## src/rtl/s_pe_gen.sv

```systemverilog
// Generic processing element: operand muxing, ALU/reduction unit and a tapped delay line.
// Results are registered; the delay-line tap may be combinational at depth 0.
module s_pe_gen #(
    parameter int N_BITS    = 32,
    parameter int N_NEIGH   = 4,
    parameter int MAX_DELAY = 4,
    parameter int ACC_W     = 16,
    localparam int N_SRC    = N_NEIGH + 3,
    localparam int SEL_W    = $clog2(N_SRC),
    localparam int DEP_W    = $clog2(MAX_DELAY + 1),
    localparam int DSEL_W   = (N_NEIGH > 1) ? $clog2(N_NEIGH) : 1
) (
    input  logic                       clk_i,
    input  logic                       rst_n_i,
    input  logic                       mage_done_i,
    input  logic                       pea_ready_i,
    input  logic [SEL_W-1:0]           mux_sel_a_i,
    input  logic [SEL_W-1:0]           mux_sel_b_i,
    input  logic [2:0]                 op_i,
    input  logic [ACC_W-1:0]           acc_len_i,
    input  logic [DSEL_W-1:0]          delay_sel_i,
    input  logic [1:0]                 delay_src_i,
    input  logic [DEP_W-1:0]           delay_depth_i,
    input  logic [N_BITS-1:0]          reg_const_i,
    input  logic [N_NEIGH*N_BITS-1:0]  neigh_op_i,
    input  logic [N_NEIGH-1:0]         neigh_op_valid_i,
    input  logic [N_NEIGH*N_BITS-1:0]  neigh_delay_op_i,
    input  logic [N_NEIGH-1:0]         neigh_delay_valid_i,
    output logic [N_BITS-1:0]          pe_res_o,
    output logic                       valid_o,
    output logic                       acc_done_o,
    output logic [N_BITS-1:0]          delay_op_o,
    output logic                       delay_op_valid_o
);

    localparam logic [2:0] OP_NOP  = 3'd0;
    localparam logic [2:0] OP_ADD  = 3'd1;
    localparam logic [2:0] OP_SUB  = 3'd2;
    localparam logic [2:0] OP_MUL  = 3'd3;
    localparam logic [2:0] OP_ACC  = 3'd4;
    localparam logic [2:0] OP_RMAX = 3'd5;
    localparam logic [2:0] OP_MIN  = 3'd6;
    localparam logic [2:0] OP_NOP7 = 3'd7;

    typedef enum logic [0:0] {S_IDLE = 1'b0, S_RUN = 1'b1} state_e;

    function automatic logic [N_BITS-1:0] smax(input logic [N_BITS-1:0] a, input logic [N_BITS-1:0] b);
        return ($signed(a) > $signed(b)) ? a : b;
    endfunction

    function automatic logic [N_BITS-1:0] smin(input logic [N_BITS-1:0] a, input logic [N_BITS-1:0] b);
        return ($signed(a) < $signed(b)) ? a : b;
    endfunction

    state_e              state_r, state_n;
    logic [ACC_W-1:0]    cnt_r, cnt_n, len_r, len_n;
    logic [N_BITS-1:0]   pe_res_r, pe_res_n;
    logic                valid_r, valid_n, acc_done_r, acc_done_n;
    logic [N_BITS-1:0]   dly_data_r [MAX_DELAY];
    logic [MAX_DELAY-1:0] dly_vld_r;

    logic [N_BITS-1:0]   src_data_s [N_SRC];
    logic [N_SRC-1:0]    src_vld_s;
    logic [N_BITS-1:0]   ndly_data_s, op_a_s, op_b_s, fu_res_s, dly_in_s;
    logic                ndly_vld_s, op_a_vld_s, op_b_vld_s, dly_in_vld_s;
    logic                is_nop_s, is_red_s, fire_s, dly_shift_s;
    logic [ACC_W-1:0]    eff_len_s, cnt_inc_s;
    logic [DEP_W-1:0]    depth_sat_s;

    // Neighbour delay-input select
    always_comb begin
        ndly_data_s = '0;
        ndly_vld_s  = 1'b0;
        for (int k = 0; k < N_NEIGH; k++) begin
            ndly_data_s = ndly_data_s | ((delay_sel_i == DSEL_W'(k)) ? neigh_delay_op_i[k*N_BITS +: N_BITS] : '0);
            ndly_vld_s  = ndly_vld_s  | ((delay_sel_i == DSEL_W'(k)) & neigh_delay_valid_i[k]);
        end
    end

    // Operand source table; unmatched selects fall through to zero/invalid
    always_comb begin
        for (int k = 0; k < N_NEIGH; k++) begin
            src_data_s[k] = neigh_op_i[k*N_BITS +: N_BITS];
            src_vld_s[k]  = neigh_op_valid_i[k];
        end
        src_data_s[N_NEIGH]   = pe_res_r;
        src_vld_s[N_NEIGH]    = 1'b1;
        src_data_s[N_NEIGH+1] = reg_const_i;
        src_vld_s[N_NEIGH+1]  = 1'b1;
        src_data_s[N_NEIGH+2] = ndly_data_s;
        src_vld_s[N_NEIGH+2]  = ndly_vld_s;
    end

    // Operand A/B multiplexers
    always_comb begin
        op_a_s     = '0;
        op_b_s     = '0;
        op_a_vld_s = 1'b0;
        op_b_vld_s = 1'b0;
        for (int k = 0; k < N_SRC; k++) begin
            op_a_s     = op_a_s | ((mux_sel_a_i == SEL_W'(k)) ? src_data_s[k] : '0);
            op_b_s     = op_b_s | ((mux_sel_b_i == SEL_W'(k)) ? src_data_s[k] : '0);
            op_a_vld_s = op_a_vld_s | ((mux_sel_a_i == SEL_W'(k)) & src_vld_s[k]);
            op_b_vld_s = op_b_vld_s | ((mux_sel_b_i == SEL_W'(k)) & src_vld_s[k]);
        end
    end

    // Functional unit; reductions restart from op_b when idle
    always_comb begin
        fu_res_s = '0;
        case (op_i)
            OP_ADD:  fu_res_s = op_a_s + op_b_s;
            OP_SUB:  fu_res_s = op_a_s - op_b_s;
            OP_MUL:  fu_res_s = op_a_s * op_b_s;
            OP_MIN:  fu_res_s = smin(op_a_s, op_b_s);
            OP_ACC:  fu_res_s = (state_r == S_IDLE) ? op_b_s : (pe_res_r + op_b_s);
            OP_RMAX: fu_res_s = (state_r == S_IDLE) ? op_b_s : smax(pe_res_r, op_b_s);
            default: fu_res_s = '0;
        endcase
    end

    assign is_nop_s  = (op_i == OP_NOP) || (op_i == OP_NOP7);
    assign is_red_s  = (op_i == OP_ACC) || (op_i == OP_RMAX);
    assign fire_s    = pea_ready_i && !mage_done_i && op_a_vld_s && op_b_vld_s && !is_nop_s;
    assign eff_len_s = (acc_len_i == '0) ? ACC_W'(1) : acc_len_i;
    assign cnt_inc_s = cnt_r + ACC_W'(1);

    // Next-state logic for the result path and the reduction FSM
    always_comb begin
        state_n    = state_r;
        cnt_n      = cnt_r;
        len_n      = len_r;
        pe_res_n   = pe_res_r;
        valid_n    = valid_r;
        acc_done_n = 1'b0;
        if (mage_done_i) begin
            state_n  = S_IDLE;
            cnt_n    = '0;
            len_n    = '0;
            pe_res_n = '0;
            valid_n  = 1'b0;
        end else if (is_nop_s) begin
            state_n  = S_IDLE;
            cnt_n    = '0;
            pe_res_n = '0;
            valid_n  = 1'b0;
        end else if (fire_s && is_red_s) begin
            pe_res_n = fu_res_s;
            case (state_r)
                S_IDLE: begin
                    cnt_n = ACC_W'(1);
                    len_n = eff_len_s;
                    if (eff_len_s == ACC_W'(1)) begin
                        valid_n    = 1'b1;
                        acc_done_n = 1'b1;
                        state_n    = S_IDLE;
                    end else begin
                        valid_n = 1'b0;
                        state_n = S_RUN;
                    end
                end
                S_RUN: begin
                    cnt_n = cnt_inc_s;
                    if (cnt_inc_s == len_r) begin
                        valid_n    = 1'b1;
                        acc_done_n = 1'b1;
                        state_n    = S_IDLE;
                    end else begin
                        valid_n = 1'b0;
                        state_n = S_RUN;
                    end
                end
                default: begin
                    valid_n = 1'b0;
                    state_n = S_IDLE;
                end
            endcase
        end else if (fire_s) begin
            pe_res_n = fu_res_s;
            valid_n  = 1'b1;
        end else if (pea_ready_i) begin
            valid_n = 1'b0;
        end else begin
            valid_n = valid_r;
        end
    end

    // Result, FSM and counter registers
    always_ff @(posedge clk_i or negedge rst_n_i) begin
        if (!rst_n_i) begin
            state_r    <= S_IDLE;
            cnt_r      <= '0;
            len_r      <= '0;
            pe_res_r   <= '0;
            valid_r    <= 1'b0;
            acc_done_r <= 1'b0;
        end else begin
            state_r    <= state_n;
            cnt_r      <= cnt_n;
            len_r      <= len_n;
            pe_res_r   <= pe_res_n;
            valid_r    <= valid_n;
            acc_done_r <= acc_done_n;
        end
    end

    // Delay-line stage-0 input select
    always_comb begin
        dly_in_s     = '0;
        dly_in_vld_s = 1'b0;
        case (delay_src_i)
            2'd0: begin dly_in_s = ndly_data_s; dly_in_vld_s = ndly_vld_s; end
            2'd1: begin dly_in_s = op_a_s;      dly_in_vld_s = op_a_vld_s; end
            2'd2: begin dly_in_s = op_b_s;      dly_in_vld_s = op_b_vld_s; end
            2'd3: begin dly_in_s = fu_res_s;    dly_in_vld_s = fire_s;     end
            default: begin dly_in_s = '0;       dly_in_vld_s = 1'b0;       end
        endcase
    end

    assign dly_shift_s = pea_ready_i && !mage_done_i;

    // Delay-line shift register
    always_ff @(posedge clk_i or negedge rst_n_i) begin
        if (!rst_n_i) begin
            for (int k = 0; k < MAX_DELAY; k++) dly_data_r[k] <= '0;
            dly_vld_r <= '0;
        end else if (mage_done_i) begin
            for (int k = 0; k < MAX_DELAY; k++) dly_data_r[k] <= '0;
            dly_vld_r <= '0;
        end else if (dly_shift_s) begin
            dly_data_r[0] <= dly_in_s;
            dly_vld_r[0]  <= dly_in_vld_s;
            for (int k = 1; k < MAX_DELAY; k++) begin
                dly_data_r[k] <= dly_data_r[k-1];
                dly_vld_r[k]  <= dly_vld_r[k-1];
            end
        end else begin
            dly_vld_r <= dly_vld_r;
        end
    end

    assign depth_sat_s = (delay_depth_i > DEP_W'(MAX_DELAY)) ? DEP_W'(MAX_DELAY) : delay_depth_i;

    // Delay-line tap; depth 0 bypasses the stages
    always_comb begin
        delay_op_o       = (depth_sat_s == '0) ? dly_in_s : '0;
        delay_op_valid_o = (depth_sat_s == '0) & dly_in_vld_s;
        for (int k = 0; k < MAX_DELAY; k++) begin
            delay_op_o       = delay_op_o | ((depth_sat_s == DEP_W'(k+1)) ? dly_data_r[k] : '0);
            delay_op_valid_o = delay_op_valid_o | ((depth_sat_s == DEP_W'(k+1)) & dly_vld_r[k]);
        end
    end

    assign pe_res_o   = pe_res_r;
    assign valid_o    = valid_r;
    assign acc_done_o = acc_done_r;

endmodule

```

## config.mk

```make
export PLATFORM = sky130hd
export DESIGN_NAME = s_pe_gen
export DESIGN_NICKNAME = d
export VERILOG_FILES = /design/src/rtl/s_pe_gen.sv
export SDC_FILE = /design/constraint.sdc
export NUM_CORES = 2
export LEC_CHECK = 0
export CAP_MARGIN = 20
export CORE_MARGIN = 3
export CORE_UTILIZATION = 50
export CTS_BUF_LIST = sky130_fd_sc_hd__clkbuf_8 sky130_fd_sc_hd__clkbuf_16
export CTS_CLUSTER_DIAMETER = 40
export DETAILED_ROUTE_END_ITERATION = 8
export GPL_ROUTABILITY_DRIVEN = 0
export MAX_ROUTING_LAYER = met4
export PLACE_DENSITY = 0.74
export SLEW_MARGIN = 40
export SYNTH_ARGS = -nofsm -noshare
export SYNTH_HDL_FRONTEND = slang
export SYNTH_SLANG_ARGS = --single-unit
```

## constraint.sdc

```tcl
create_clock -name clk_i -period 11.65 [get_ports clk_i]
set_input_delay 1.7475 -clock clk_i [delete_from_list [all_inputs] [get_ports clk_i]]
set_output_delay 1.7475 -clock clk_i [all_outputs]
set_load 0.01 [all_outputs]
```

* Word-level counts from Yosys, hierarchy flattened
Cells that the tools add are included.
** Cells by class
- $add $sub $neg :: 4
- $mul :: 1
- Magnitude comparators :: 3
- Equal/unequal tests :: 33
- Muxes and demuxes :: 65
- Bitwise logic cells :: 58
- Reductions and logical operators :: 22
** Operator list (number)
- 32-bit two-way mux :: 31
- 32-bit bitwise OR :: 19
- 128-bit two-way mux :: 2
- 32-bit one-hot mux with 6 select lines :: 1
- 16-bit two-way mux :: 8
- 32-bit one-hot mux with 4 select lines :: 1
- 32-bit adder :: 2
- 3-bit == test (second input constant) :: 11
- 32-bit greater-than comparator :: 1
- 32-bit less-than comparator :: 1
- 32-bit by 32-bit multiplier with 32-bit output :: 1
- 16-bit one-hot mux with 2 select lines :: 1
- 32-bit subtractor :: 1
- 3-bit by 2-bit == test with 1-bit output (second input constant) :: 8
- 1-bit AND :: 19
- 1-bit bitwise OR :: 19
- 16-bit by 1-bit adder with 16-bit output (second input constant) :: 1
- 16-bit by 1-bit == test with 1-bit output (second input constant) :: 1
- 16-bit == test :: 1
- 16-bit zero test :: 1
- 1-bit two-way mux :: 15
- 3-bit by 1-bit == test with 1-bit output (second input constant) :: 4
- 3-bit zero test :: 4
- 2-bit == test (second input constant) :: 4
- 17 further kinds :: 29
** Storage, ports and cells
- Register bits after elaboration :: 199
- Bits of input ports :: 332
- Output and inout bits :: 67
- Logic and storage cells :: 197

* Depth between registers and ports, before layout
- Word-level depth :: 18
- Depth in mapped cells :: 39
- Depth with buffers taken out :: 34

* Worst setup path before layout
OpenSTA, ideal clock, no wires.
- Path type :: input-to-output
- From :: input mux_sel_b_i[1]
- To :: output delay_op_o[30]
- Arrival time :: 10.386 ns
- Required time :: 9.903 ns
- Setup slack :: -0.483 ns
- Stages :: 34
- Buffers on the path :: 4
- Cell sequence :: buf_2 buf_4 buf_2 mux4_2 a22o_1 a21oi_2 clkbuf_1 nor2_1 fa_1 fa_1 fa_1 inv_1 fa_1 inv_1 fa_1 inv_1 fa_1 inv_1 fa_1 fa_1 ha_1 a21o_1 a21o_1 a2111oi_0 nor3_1 a21oi_1 o21bai_1 a21oi_1 a21oi_1 o21a_1 nor2_1 xnor2_1 a221oi_1 o21ai_0
** On the way
- Cells in the longest elaborated chain, start to end :: 18
- Elaborated cells on any way between the ends :: 37
- Those cells by class :: 3 x add/sub; 1 x mul; 2 x order compare; 6 x eq/ne; 14 x mux; 10 x bitwise; 1 x reduce/logical
** Ends and longest elaborated chain
- start, declared :: line 18 : input logic [SEL_W-1:0] mux_sel_b_i,
- 3-bit by 1-bit == test with 1-bit output or 3-bit zero test (tied branches) :: line 102 : op_b_s = op_b_s | ((mux_sel_b_i == SEL_W'(k)) ? src_data_s[k] : '0);
- 32-bit two-way mux :: line 102
- 32-bit bitwise OR (5 in a row) :: line 102
- 32-bit bitwise OR * :: line 102
- parallel branches: the longest is 4 deep, another holds 32-bit by 32-bit multiplier with 32-bit output
- 32-bit one-hot mux with 4 select lines * :: line 211 : case (delay_src_i)
- 32-bit two-way mux * :: line 246 : delay_op_o = (depth_sat_s == '0) ? dly_in_s : '0;
- 32-bit bitwise OR * (4 in a row) :: line 249 : delay_op_o = delay_op_o | ((depth_sat_s == DEP_W'(k+1)) ? dly_data_r[k] : '0);
- end, declared :: line 32 : output logic [N_BITS-1:0] delay_op_o,
Mark *: on every way between the ends.

* Worst setup path in the final report
- From :: input delay_sel_i[0]
- To :: output delay_op_o[27]
** On the way
- Cells in the longest elaborated chain, start to end :: 17
- Elaborated cells on any way between the ends :: 32
- Those cells by class :: 3 x add/sub; 1 x mul; 2 x order compare; 3 x eq/ne; 13 x mux; 9 x bitwise; 1 x reduce/logical
** Ends and longest elaborated chain
- start, declared :: line 21 : input logic [DSEL_W-1:0] delay_sel_i,
- 2-bit by 1-bit == test with 1-bit output or 2-bit zero test (tied branches) :: line 75 : ndly_data_s = ndly_data_s | ((delay_sel_i == DSEL_W'(k)) ? neigh_delay_op_i[k*N_BITS +: N_BITS] : '0);
- 32-bit two-way mux :: line 75
- 32-bit bitwise OR (2 in a row) :: line 75
- 32-bit bitwise OR * :: line 75
- parallel branches: the longest is 6 deep, another holds 32-bit by 32-bit multiplier with 32-bit output
- 32-bit one-hot mux with 4 select lines * :: line 211
- 32-bit two-way mux * :: line 246
- 32-bit bitwise OR * (4 in a row) :: line 249
Marks and branches as above.

==> reports/qor.txt <==
Worst-path fanout max = 6
H-Tree Depth = 4
Minimum clock period = 12,190 ps
Hold_buf cts = 0
Detail Route Antenna Nets = 0
Total GRT Usage = 46.1%
Seq/Total Area, Yosys = 13.4%
Crit end category = output pin
Most common cell after layout, fill and taps aside = buf_4
Largest area contributor in the netlist = fa_1
HP Class = reg2reg
Failing checks = DRC, setup timing
Num CTS Buffers = 17
Slowest stage delay, CP = 600 ps
Die area = 77,400 µm²
Final Hold Viols = 0
CTS Buffer Depth = 2
DR DRC count = 22
Clock skew = 18.4 ps
Mapped Area = 37,000 µm²
CTS tree = built
Register area = 4980 µm²
First-pass DRT Iterations = 9
Ratio of cells with drive above 1 in the final layout = 24.0%
Max-slew violations = 0
Async S/R FF share, synth = 100%
Max-cap violations = 0
WL final = 176,000 µm
Clk pin slew, worst setup/hold paths = 80 ps
Synth area leaders = fa_1 (22%), dfrtp_1 (13%), ha_1 (8.5%)
First-pass GRT wire length = 258,000 µm
FILL cells = 5,517
Initial core utilization = 50.6%
Final nets = 6,320
#FFs+latches synth = 199
CP Class = in2out
Hpwl dp = 140,000 µm
Clock Sinks = 199
WP data required = 9900 ps
Final setup fails = 19
Ys flop type = dfrtp_1
Grt ovf = 0
Worst rel slew slack = 32.1%
Result of the run = finished with violations
CORE AREA = 73,200 µm²
Design Area, Final = 50,000 µm²
Die X = 278 µm
Clk Latency, worst-skew pair = 480 ps
Syn avg cell area = 8.41 µm²
Initial DRC count = 5,792
Post-route setup slack = -540 ps
# IOs = 399
Post-synth top area share = 22.2%
Placed inst area = 46,600 µm²
Cell mode on critical path = buf_12
Number of synthesized flops with an enable pin = 0
CP max-delay cell = mux4_2
Area occupied by multi-input gates = 30,500 µm²
Peak Freq = 82.0 MHz
Number of distinct library cells after synthesis = 92
Layout area overhead = 35.1%
Vias in the first global route = 40,900
CP arrival = 10,440 ps
Vias per cell = 6.48
Cell count after synthesis = 4,405
Num rows = 99
RSZ-0062 raised after global routing = true
Most frequent cells in the layout = buf_4 (683), nor2_1 (653), inv_1 (493)
Tcrit/Tclk final = 105%
Root Driver = clkbuf_16
Final setup TNS = -5520 ps
Routed wire per std cell = 27.9 µm
Tightest Pin Transition = 1020 ps
Warnings, synthesis = 0
Inst Count DP = 6,148
Fin cells = 6,317
Initial antenna violation count = 20
Setup WS pre-CTS = -1250 ps
R2R setup slack = 2550 ps
Largest net degree at the start of global routing = 83
Die H = 278 µm
Syn nets = 5,400
# port buffers = 398
Critical Path Source Type = input port
Routed vias = 40,900
==> stage by stage <==
stage | hold slack [ps] | utilization (%)
final | 531 | 68.3
after global routing | 556 | 68.3
after CTS | 523 | 67.1
after detailed placement | 497 | 63.7
after global placement | 492 | 63.7
after floorplan | 469 | -
==> critical path: cells and delay by family <==
kind            cells  cell delay [ps]
compound gates      7             1550
xor+xnor            1              160
fa+ha+maj           9             4370
buf+inv            12             1240
mux                 1              600
simple gates        4              760
==> cell families (layout without fill, tap and decap cells) <==
logic type | after synthesis | in the layout | synth area share, %
simple gates | 1304 | 1304 | 14.9
compound gates | 949 | 949 | 17.7
buf+inv | 826 | 1759 | 8.61
fa+ha+maj | 663 | 663 | 30.7
mux | 323 | 323 | 11.2
flops | 199 | 199 | 13.4
xor+xnor | 141 | 141 | 3.45
other cells | 0 | 20 | 0
==> synthesized netlist by cell type, types with 21 or more instances <==
cell / number
nor2_1: 671
inv_1: 525
fa_1: 411
nand2_1: 368
ha_1: 252
clkbuf_1: 215
a21oi_1: 209
dfrtp_1: 199
mux2i_1: 197
o21ai_0: 185
xnor2_1: 109
mux4_2: 68
mux2_2: 56
nand3_1: 55
a22oi_1: 51
a21o_1: 47
a221oi_1: 47
a22o_1: 47
buf_2: 37
nor3_1: 37
a211oi_1: 35
nor2b_1: 33
o22ai_1: 32
xor2_1: 29
a221o_1: 28
o221ai_1: 28
o21bai_1: 26
nand2b_1: 25
o21a_1: 21
==> cell type report <==
cell class	count	area share [%]
flip-flops and latches	199	9.96
well taps	959	2.40
clock inverters	14	0.358
inverters	548	4.18
multi-input cells	3380	61.0
clock buffers	18	0.878
repair buffers	1179	21.1
diodes	20	0.100
==> routing by layer <==
| layer | share of wire, % | GRT usage [%] | vias to the layer above | routed length, µm |
|---|---|---|---|---|
| li1 | - | - | 16800 | - |
| met1 | 32 | 51.1 | 19500 | 57200 |
| met2 | 41 | 65.5 | 3463 | 72300 |
| met3 | 15 | 18.5 | 1176 | 27000 |
| met4 | 11 | 37.5 | 0 | 19700 |
| met5 | 0 | - | - | 0 |
==> repair_timing <==
| action | CTS | global route |
|---|---|---|
| setup buffers | 88 | 31 |
| gates cloned | 2 | 0 |
| setup endpoints to repair | 22 | 23 |
| pin swaps | 201 | 85 |
| gates resized for setup | 425 | 116 |
==> sequential cells by signal (all words and copies together) (netlist names) <==
name,flops
cnt_r,16
len_r,16
dly_data_r,128
valid_o,1
acc_done_o,1
state_r,1
pe_res_o,32
dly_vld_r,4
==> path summary, 6_finish.rpt <==
| path | start | end | cells after the start |
|---|---|---|---|
| hold reg to reg | cnt_r[15] | cnt_r[15] | 2 |
| max in group asynchronous | rst_n_i | pe_res_o[27] | 3 |
| min in group asynchronous | rst_n_i | len_r[14] | 1 |
| setup reg to reg | pe_res_o[7] | pe_res_o[25] | 37 |
| setup / recovery | delay_sel_i[0] | delay_op_o[27] | 34 |
| hold / removal | cnt_r[15] | cnt_r[15] | 2 |
Power is left out: the tool's default activity adds up to more than one toggle a clock period on the data nets, which glitch-free logic cannot reach.
